`src/rtl/mem_controller.sv`:
```
// mem_controller: arbitrates NUM_CONSUMERS read/write requesters onto
// NUM_CHANNELS memory channels. Each channel runs its own small FSM. Grants
// are round-robin, and every consumer-facing output comes from a register.
module mem_controller #(
  parameter int ADDR_BITS     = 8,
  parameter int DATA_BITS     = 8,
  parameter int NUM_CONSUMERS = 8,
  parameter int NUM_CHANNELS  = 4,
  parameter int WRITE_ENABLE  = 1
) (
  input  logic                               clk,
  input  logic                               reset,
  input  logic [NUM_CONSUMERS-1:0]           consumer_read_valid,
  input  logic [NUM_CONSUMERS*ADDR_BITS-1:0] consumer_read_address,
  output logic [NUM_CONSUMERS-1:0]           consumer_read_ready,
  output logic [NUM_CONSUMERS*DATA_BITS-1:0] consumer_read_data,
  input  logic [NUM_CONSUMERS-1:0]           consumer_write_valid,
  input  logic [NUM_CONSUMERS*ADDR_BITS-1:0] consumer_write_address,
  input  logic [NUM_CONSUMERS*DATA_BITS-1:0] consumer_write_data,
  output logic [NUM_CONSUMERS-1:0]           consumer_write_ready,
  output logic [NUM_CHANNELS-1:0]            mem_read_valid,
  output logic [NUM_CHANNELS*ADDR_BITS-1:0]  mem_read_address,
  input  logic [NUM_CHANNELS-1:0]            mem_read_ready,
  input  logic [NUM_CHANNELS*DATA_BITS-1:0]  mem_read_data,
  output logic [NUM_CHANNELS-1:0]            mem_write_valid,
  output logic [NUM_CHANNELS*ADDR_BITS-1:0]  mem_write_address,
  output logic [NUM_CHANNELS*DATA_BITS-1:0]  mem_write_data,
  input  logic [NUM_CHANNELS-1:0]            mem_write_ready
);

  localparam int CW = (NUM_CONSUMERS > 1) ? $clog2(NUM_CONSUMERS) : 1;

  typedef enum logic [1:0] {
    IDLE       = 2'd0,
    READ_WAIT  = 2'd1,
    WRITE_WAIT = 2'd2,
    RELAY      = 2'd3
  } state_t;

  state_t                           state_r [NUM_CHANNELS];
  logic [CW-1:0]                    owner_r [NUM_CHANNELS];
  logic [NUM_CHANNELS-1:0]          claimed_r;
  logic [NUM_CHANNELS-1:0]          is_write_r;
  logic [CW-1:0]                    rr_ptr_r;

  logic [NUM_CONSUMERS-1:0]           cons_read_ready_r;
  logic [NUM_CONSUMERS*DATA_BITS-1:0] cons_read_data_r;
  logic [NUM_CONSUMERS-1:0]           cons_write_ready_r;
  logic [NUM_CHANNELS-1:0]            mem_read_valid_r;
  logic [NUM_CHANNELS*ADDR_BITS-1:0]  mem_read_address_r;
  logic [NUM_CHANNELS-1:0]            mem_write_valid_r;
  logic [NUM_CHANNELS*ADDR_BITS-1:0]  mem_write_address_r;
  logic [NUM_CHANNELS*DATA_BITS-1:0]  mem_write_data_r;

  logic [NUM_CONSUMERS-1:0] wv_s;
  logic [NUM_CONSUMERS-1:0] busy_s;
  logic [NUM_CONSUMERS-1:0] taken_s;
  logic [NUM_CHANNELS-1:0]  grant_s;
  logic [NUM_CHANNELS-1:0]  grant_rd_s;
  logic [NUM_CHANNELS-1:0]  found_s;
  logic [NUM_CHANNELS-1:0]  release_s;
  logic [CW-1:0]            grant_idx_s [NUM_CHANNELS];
  logic [CW-1:0]            idx_s;
  logic [CW-1:0]            rr_next_s;
  logic                     any_grant_s;
  int                       max_pos_s;

  // With writes disabled, write requests never reach the arbiter.
  assign wv_s = (WRITE_ENABLE != 0) ? consumer_write_valid : '0;

  assign consumer_read_ready  = cons_read_ready_r;
  assign consumer_read_data   = cons_read_data_r;
  assign consumer_write_ready = (WRITE_ENABLE != 0) ? cons_write_ready_r : '0;
  assign mem_read_valid       = mem_read_valid_r;
  assign mem_read_address     = mem_read_address_r;
  assign mem_write_valid      = (WRITE_ENABLE != 0) ? mem_write_valid_r : '0;
  assign mem_write_address    = (WRITE_ENABLE != 0) ? mem_write_address_r : '0;
  assign mem_write_data       = (WRITE_ENABLE != 0) ? mem_write_data_r : '0;

  // Round-robin grant: idle channels, lowest index first, take the first free pending consumer from rr_ptr.
  always_comb begin
    busy_s      = '0;
    taken_s     = '0;
    grant_s     = '0;
    grant_rd_s  = '0;
    found_s     = '0;
    idx_s       = '0;
    any_grant_s = 1'b0;
    max_pos_s   = 0;
    for (int ch = 0; ch < NUM_CHANNELS; ch++) begin
      grant_idx_s[ch] = '0;
      if (claimed_r[ch]) begin
        busy_s[owner_r[ch]] = 1'b1;
      end else begin
        busy_s = busy_s;
      end
    end
    for (int ch = 0; ch < NUM_CHANNELS; ch++) begin
      if (state_r[ch] == IDLE) begin
        for (int k = 0; k < NUM_CONSUMERS; k++) begin
          idx_s = CW'((int'(rr_ptr_r) + k) % NUM_CONSUMERS);
          if (!found_s[ch] && !busy_s[idx_s] && !taken_s[idx_s] &&
              (consumer_read_valid[idx_s] || wv_s[idx_s])) begin
            found_s[ch]     = 1'b1;
            taken_s[idx_s]  = 1'b1;
            grant_s[ch]     = 1'b1;
            grant_idx_s[ch] = idx_s;
            // A read wins over a simultaneous write from the same consumer.
            grant_rd_s[ch]  = consumer_read_valid[idx_s];
            any_grant_s     = 1'b1;
            max_pos_s       = (k > max_pos_s) ? k : max_pos_s;
          end else begin
            found_s[ch] = found_s[ch];
          end
        end
      end else begin
        found_s[ch] = 1'b0;
      end
    end
    if (any_grant_s) begin
      rr_next_s = CW'((int'(rr_ptr_r) + max_pos_s + 1) % NUM_CONSUMERS);
    end else begin
      rr_next_s = rr_ptr_r;
    end
  end

  // A relay ends once the owner drops the valid matching the served request.
  always_comb begin
    release_s = '0;
    for (int ch = 0; ch < NUM_CHANNELS; ch++) begin
      if (is_write_r[ch]) begin
        release_s[ch] = !wv_s[owner_r[ch]];
      end else begin
        release_s[ch] = !consumer_read_valid[owner_r[ch]];
      end
    end
  end

  // Per-channel FSM plus all registered consumer- and memory-side outputs.
  always_ff @(posedge clk or negedge reset) begin
    if (!reset) begin
      rr_ptr_r            <= '0;
      claimed_r           <= '0;
      is_write_r          <= '0;
      cons_read_ready_r   <= '0;
      cons_read_data_r    <= '0;
      cons_write_ready_r  <= '0;
      mem_read_valid_r    <= '0;
      mem_read_address_r  <= '0;
      mem_write_valid_r   <= '0;
      mem_write_address_r <= '0;
      mem_write_data_r    <= '0;
      for (int ch = 0; ch < NUM_CHANNELS; ch++) begin
        state_r[ch] <= IDLE;
        owner_r[ch] <= '0;
      end
    end else begin
      rr_ptr_r <= rr_next_s;
      for (int ch = 0; ch < NUM_CHANNELS; ch++) begin
        case (state_r[ch])
          IDLE: begin
            if (grant_s[ch]) begin
              claimed_r[ch]  <= 1'b1;
              owner_r[ch]    <= grant_idx_s[ch];
              is_write_r[ch] <= !grant_rd_s[ch];
              if (grant_rd_s[ch]) begin
                state_r[ch]          <= READ_WAIT;
                mem_read_valid_r[ch] <= 1'b1;
                mem_read_address_r[ch*ADDR_BITS +: ADDR_BITS] <=
                  consumer_read_address[grant_idx_s[ch]*ADDR_BITS +: ADDR_BITS];
              end else begin
                state_r[ch]           <= WRITE_WAIT;
                mem_write_valid_r[ch] <= 1'b1;
                mem_write_address_r[ch*ADDR_BITS +: ADDR_BITS] <=
                  consumer_write_address[grant_idx_s[ch]*ADDR_BITS +: ADDR_BITS];
                mem_write_data_r[ch*DATA_BITS +: DATA_BITS] <=
                  consumer_write_data[grant_idx_s[ch]*DATA_BITS +: DATA_BITS];
              end
            end
          end
          READ_WAIT: begin
            if (mem_read_ready[ch]) begin
              mem_read_valid_r[ch]               <= 1'b0;
              cons_read_ready_r[owner_r[ch]]     <= 1'b1;
              cons_read_data_r[owner_r[ch]*DATA_BITS +: DATA_BITS] <=
                mem_read_data[ch*DATA_BITS +: DATA_BITS];
              state_r[ch]                        <= RELAY;
            end
          end
          WRITE_WAIT: begin
            if (mem_write_ready[ch]) begin
              mem_write_valid_r[ch]           <= 1'b0;
              cons_write_ready_r[owner_r[ch]] <= 1'b1;
              state_r[ch]                     <= RELAY;
            end
          end
          RELAY: begin
            if (release_s[ch]) begin
              if (is_write_r[ch]) begin
                cons_write_ready_r[owner_r[ch]] <= 1'b0;
              end else begin
                cons_read_ready_r[owner_r[ch]] <= 1'b0;
              end
              claimed_r[ch] <= 1'b0;
              state_r[ch]   <= IDLE;
            end
          end
          default: begin
            claimed_r[ch] <= 1'b0;
            state_r[ch]   <= IDLE;
          end
        endcase
      end
    end
  end

endmodule
```
`config.mk`:
```
export PLATFORM = sky130hd
export DESIGN_NAME = mem_controller
export DESIGN_NICKNAME = d
export VERILOG_FILES = /design/src/rtl/mem_controller.sv
export SDC_FILE = /design/constraint.sdc
export NUM_CORES = 2
export LEC_CHECK = 0
export BUFFER_PORTS_ARGS = -buffer_cell sky130_fd_sc_hd__buf_4
export CORE_ASPECT_RATIO = 1.25
export CORE_MARGIN = 8
export CORE_UTILIZATION = 45
export DETAILED_ROUTE_END_ITERATION = 8
export HOLD_SLACK_MARGIN = 0.12
export PLACE_DENSITY = 0.65
export SLEW_MARGIN = 30
export SYNTH_ARGS = -nofsm -noshare
export SYNTH_HDL_FRONTEND = slang
export SYNTH_SLANG_ARGS = --single-unit
```
`constraint.sdc`:
```
create_clock -name clk -period 14.84 [get_ports clk]
set_input_delay 2.226 -clock clk [delete_from_list [all_inputs] [get_ports clk]]
set_output_delay 2.226 -clock clk [all_outputs]
set_load 0.01 [all_outputs]
```
Yosys cells after proc, flatten, opt, wreduce, memory -nomap -nowiden

Memory sizes are Yosys's and may differ from the RTL's.
Index checks and enable logic that the tools add are counted.

Add/sub/neg operators: 13
Order comparisons: 55
Equality and inequality tests: 36
Shifts and indexed selects: 20
Mux-type cells: 614
Bitwise operators: 57
Reduce and logical (&&, ||, !) cells: 236

Operator list:

| kind                      | number |
|---|---|
| $mux W32                  | 91 |
| $shiftx A64 B7 Y8         | 12 |
| $mux W8                   | 90 |
| $gt A4 B32 Y1 const A     | 16 |
| $mux W64                  | 8 |
| $or A8 B8 Y8              | 41 |
| $mux W1                   | 263 |
| $bwmux W64                | 4 |
| $gt A3 B32 Y1 const A     | 8 |
| $shift A8 B34 Y64 const A | 4 |
| $shiftx A8 B34 Y64        | 4 |
| $bmux W1 S3               | 63 |
| $neg A6 Y34               | 4 |
| $gt A2 B32 Y1 const A     | 4 |
| $pmux W8 S2               | 8 |
| $mux W3                   | 39 |
| $logic_and A1 B1 Y1       | 104 |
| $gt A1 B32 Y1 const A     | 3 |
| $logic_not A1 Y1          | 80 |
| $and A8 B8 Y8             | 8 |
| $lt A3 B4 Y1 const B      | 12 |
| $ne A2 B2 Y1 const B      | 24 |
| $reduce_and A4 Y1         | 12 |
| $mux W2                   | 20 |
| other kinds (17)          | 109 |

Bits in registers: 215
Bits in read-only memories: 8
Input bits: 250
Output and inout bits: 184
Word-level logic and storage cells: 1,072
Memories kept: 1

Memories:

| memory          | depth | bits a word | read ports | clocked after memory_dff | wr ports | line | text |
|---|---|---|---|---|---|---|---|
| (no name shown) | 8     | 1           | 1          | 0                        | 0        | 102  | `if (!found_s[ch] && !busy_s[idx_s] && !taken_s[idx_s] &&` |

Longest topological paths before layout

Depth after elaboration: 238
Depth in mapped cells: 63

Least setup slack after synthesis

Ideal clock, no wire load.

Path kind: input to register
Start point: in consumer_read_valid[4]
End point: reg mem_read_address_r[28] (netlist: mem_read_address[28])
Setup time: 0.124 ns
Arrival: 12.976 ns
Data required time: 14.716 ns
Setup slack: 1.740 ns
Cell stages on the path: 44
Path buffers: 3
Cells stage by stage: mux2_1 mux4_2 o21ai_2 a41oi_4 nor2_8 mux2_1 o2111ai_1 o221ai_4 o211a_4 nor3_2 o211ai_4 o2111a_2 and2_4 a2111oi_2 a221oi_2 a31o_1 o41a_1 a22oi_4 [... 8 more ...] buf_6 o211ai_2 o211ai_1 buf_4 a221o_1 a2111oi_4 a21o_2 nor3_1 o311a_1 or4_4 a2111oi_0 o31a_2 o31ai_4 nor2_4 buf_6 mux2_4 o2111a_1 a211o_1

Longest elaborated chain between the ends: 224

Ends and longest elaborated chain:

| what                                                   | line     | text |
|---|---|---|
| from (decl)                                            | 13       | `input logic [NUM_CONSUMERS-1:0] consumer_read_valid,` |
| $bmux W1 S3                                            | 103, 109 |  |
| $mux W1 (implied by the code)                          | 103, 109 |  |
| $logic_or A1 B1 Y1                                     | 103      | `(consumer_read_valid[idx_s] \|\| wv_s[idx_s])) begin` |
| $logic_and A1 B1 Y1                                    | 102      |  |
| $mux W8                                                | 102      |  |
| $mux W8                                                | 99       | `if (state_r[ch] == IDLE) begin` |
| $bmux W1 S3                                            | 102      |  |
| $mux W1 (implied by the code)                          | 102      |  |
| [... 207 more ...]                                     | --       |  |
| $mux W8                                                | 99       |  |
| $bmux W1 S3                                            | 102      |  |
| $mux W1 (implied by the code)                          | 102      |  |
| $logic_not A1 Y1                                       | 102      |  |
| $logic_and A1 B1 Y1 (2 in a row)                       | 102      |  |
| $mux W3 or $mux W1 (tied branches)                     | 102      |  |
| $mux W3 or $mux W1 (tied branches)                     | 99       |  |
| $shiftx A64 B7 Y8 or $reduce_and A3 Y1 (tied branches) | --       |  |
| to (signal, indexed assignment)                        | 169      | `mem_read_address_r[ch*ADDR_BITS +: ADDR_BITS] <=` |
| to (decl)                                              | 50       | `logic [NUM_CHANNELS*ADDR_BITS-1:0] mem_read_address_r;` |

Several ways; a longest one is shown, not always the timed one. The select of a mux whose other input is x is not followed.
A chain may end at the register's enable or synchronous reset.

Final worst setup path

Start point: in consumer_read_valid[3]
End point: reg mem_write_data_r[28] (netlist: mem_write_data[28])

Longest elaborated chain between the ends: 225

Ends and longest elaborated chain:

| what                                                              | line | text |
|---|---|---|
| parallel branches: the longest is 225 deep, another holds $mux W8 | --   |  |
| to (signal, indexed assignment)                                   | 176  | `mem_write_data_r[ch*DATA_BITS +: DATA_BITS] <=` |
| to (decl)                                                         | 53   | `logic [NUM_CHANNELS*DATA_BITS-1:0] mem_write_data_r;` |

Several ways; the timed one is not identified. The select of a mux whose other input is x is not followed.

==> impl_summary.md <==
Floorplanning
The placement row count is 104. The die is 243 µm wide. The floorplan step set the die height to 300 µm. The total I/O pin count is about 430. The die covers 72800 µm². The initial utilization of the core area, before any placement, comes to 0.453. The core area is 64000 µm².

Routing
In this run the remaining antenna-violating nets after routing total 0. The routed layout has 37600 vias. The via density per instance is 7.07. For this run, the detailed router's first-pass iteration total came to 7. The sum of routed wire length over all layers is 168000 µm. The detailed router finished its first iteration with 5735 violations.

In the routed design, unresolved DRC markers number 0. The detail-routed net length per standard cell is between 30 and 40 µm.

STA
Final hold analysis gives a worst-case slack of 0.479 ns. The post-route worst setup slack is 0.569 ns. The total negative slack is 0 ns. The part of the cycle the worst path needs is 0.962. Timing would allow up to 70.1 MHz. Setup repair after global routing left no endpoint under its margin. At the pin with the least slew margin, the transition time is 1.04 ns. The maximum clock skew at final layout is approximately 0.034 ns. The worst-case headroom to the max-slew limit is 0.284. Setup violations remaining at the end of the flow were counted as 0. The minimum period implied by the final worst setup slack is 14.27 ns. The max-slew violation count was 0. The number of hold-slack violations in the final timing report is 0.

Worst setup path
The kind of end point of the critical path is a register. The type of the setup path with the least slack is input pin to register. The worst setup path is launched from an input pin. The worst path buffer plus inverter count is 8. Among the stages of the critical path, the cell type that occurs most often is sky130_fd_sc_hd__buf_4.

The data arrival time of the critical path is 14.72 ns. In this design, the stage delay of the slowest critical-path cell is 0.61 ns. The slowest stage of the critical path belongs to the cell sky130_fd_sc_hd__mux4_2.

Of all nets on the critical path, the largest fanout is 19. The endpoint required time on the critical path is 15.29 ns. Grouping stages by cell kind, the critical path spends the most delay in compound AO/OA/AOI/OAI gates.

Logic synthesis
After technology mapping, the gate count stands at between 3000 and 4000. The synthesized netlist net count is 4276. The unique cell type count in the Yosys netlist is between 150 and 200. A synthesized cell averages 7.29 µm².

For this run, asynchronously set or reset flops after synthesis account for 1.00. In the synthesized netlist the dominant register cell turns out to be sky130_fd_sc_hd__dfrtp_1. The mapped netlist covers a little under 30000 µm². For this run, the number of Yosys warnings is 0. In this run, synthesis inferred 0 flip-flops with an integrated enable. The synthesized flop and latch total is 215. Of the synthesized area, sequential elements account for 0.186.

CTS
The number of buffers added to fix hold violations after cts is 0. TritonCTS built the clock tree. The clock net sink count is between 200 and 250. The clock latency of the later-clocked register in the worst-skew pair is 0.58 ns.

The number of buffers inserted during clock tree synthesis is 25. The maximum level of the CTS H-tree is 1. The buffer count from post-CTS setup fixing is 0. Counting along the longest clock path gives a buffer depth of 3. The clock slew seen by the registers of the worst setup and hold paths is 0.06 ns. The post-cts repair resize count is 0. The clock root buffer is sky130_fd_sc_hd__clkbuf_16.

GRT
The initial antenna violation count is 11. Entering global routing, the biggest net connects 117 pins. The via count of the first global-routing pass was 35500. After global routing the overflow that remains totals 0.

The first global-routing pass estimated 244000 µm of wire. For this run, the total global-route usage over all layers was measured as 0.437.

Final layout
The number of inserted filler cells in the final layout is 6362. The proportion of layout cells with a drive suffix above 1 is 0.247. Leaving out fill and tap cells, the most frequent cell in the layout is sky130_fd_sc_hd__buf_4. From synthesis to final layout, the design area changed by 21.5%. Leaving out fill and tap cells, the most frequent cells in the layout are sky130_fd_sc_hd__buf_4, sky130_fd_sc_hd__nand2_1, sky130_fd_sc_hd__nor2_1.

After the last flow step, the layout net total stands at 4748.

Placement
At the placement stage, the worst setup path has a slack of 0.546 ns. In this run the tool buffered the top-level ports with 433 buffer cells. Routability-driven placement finished with a final weighted congestion of 1.08. The final HPWL from detailed placement is 128000 µm.

Min path
The path type of the worst min-delay path is register to register.

Run
The number of max-cap violations is 0.

Status
The flow ran to the end, and the final reports show no timing, DRC or antenna violations.
synthesized netlist by cell type, types with 22 or more instances:
library cell | instances | area, µm²
sky130_fd_sc_hd__clkbuf_1 | 198 | 743
sky130_fd_sc_hd__nand3_1 | 185 | 926
sky130_fd_sc_hd__nand3b_1 | 22 | 165
sky130_fd_sc_hd__o22ai_1 | 42 | 263
sky130_fd_sc_hd__ha_1 | 47 | 588
sky130_fd_sc_hd__inv_1 | 63 | 236
sky130_fd_sc_hd__a311oi_1 | 69 | 604
sky130_fd_sc_hd__and2_1 | 144 | 901
sky130_fd_sc_hd__buf_6 | 33 | 372
sky130_fd_sc_hd__o211ai_1 | 87 | 653
sky130_fd_sc_hd__nand2_1 | 684 | 2570
sky130_fd_sc_hd__nor3_1 | 55 | 275
sky130_fd_sc_hd__a211oi_1 | 194 | 1460
sky130_fd_sc_hd__a21oi_1 | 307 | 1540
sky130_fd_sc_hd__a31oi_1 | 116 | 726
sky130_fd_sc_hd__o21ai_0 | 240 | 1200
sky130_fd_sc_hd__a221oi_1 | 22 | 193
sky130_fd_sc_hd__nand4_1 | 27 | 169
sky130_fd_sc_hd__dfrtp_1 | 215 | 5380
sky130_fd_sc_hd__clkbuf_8 | 36 | 495
sky130_fd_sc_hd__mux2i_1 | 119 | 1190
sky130_fd_sc_hd__nor2_1 | 334 | 1250
routing by layer:
metal / routed length (µm) / vias to the layer above / track usage
met5: 40 / - / 0
met4: 15000 / 6 / 0.302
met3: 23400 / 770 / 0.144
met2: 70900 / 3011 / 0.658
met1: 58700 / 17800 / 0.526
li1: - / 16000 / -
logic make-up (layout without fill, tap and decap cells):
family | count (synthesis) | in the layout | synth area share
and+or+nand+nor | 1653 | 1653 | 0.271
AOI/OAI and AO/OA | 1502 | 1502 | 0.379
buffers and inverters | 395 | 884 | 0.0781
DFF | 215 | 215 | 0.186
muxes | 159 | 159 | 0.0629
adders and majority gates | 48 | 48 | 0.0210
xor gates and xnor gates | 6 | 6 | 0.00181
other | 0 | 7 | 0
final cells by class:
class	instances	area, µm²	area share
Clock buffer	29	661	0.0188
Timing Repair Buffer	768	6050	0.172
Antenna cell	7	17.5	0.000498
Tap cell	848	1060	0.0301
Sequential cell	215	5390	0.153
Multi-Input combinational cell	3368	21600	0.612
Clock inverter	15	195	0.00554
Inverter	72	284	0.00807
sequential cells by signal, summed over array words and instances, names as in the netlist:
name / cells
mem_write_data: 32
state_r: 8
rr_ptr_r: 3
mem_read_valid: 4
consumer_read_ready: 8
claimed_r: 4
consumer_write_ready: 8
owner_r: 12
mem_read_address: 32
mem_write_address: 32
mem_write_valid: 4
consumer_read_data: 64
is_write_r: 4
path summary, 6_finish.rpt:
check,start,endpoint,slack (ns),cells after the start
worst max-delay path,consumer_read_valid[3],mem_write_data[28],0.57,48
max in group asynchronous,reset,is_write_r[3],11.05,4
worst min register to register,mem_read_address[10],mem_read_address[10],0.48,2
worst min-delay path,mem_read_address[10],mem_read_address[10],0.48,2
worst max register to register,rr_ptr_r[0],mem_write_data[28],1.16,52
min in group asynchronous,reset,consumer_read_data[54],1.53,1
metrics by stage:
step,instance area [µm²],util,instances
after floorplan,29000,-,3978
after global placement,34200,0.535,5269
after detailed placement,34300,0.536,5270
after CTS,35100,0.549,5314
after global routing,35200,0.550,5317
final,35200,0.550,5322
worst min-delay path, stage by stage, from the launching register on:
cell,delay (ns)
sky130_fd_sc_hd__dfrtp_1,0.34
sky130_fd_sc_hd__nand2_1,0.05
sky130_fd_sc_hd__o21ai_0,0.06
Power is left out: the tool's default activity adds up to more than one toggle a clock period on the data nets, which glitch-free logic cannot reach.
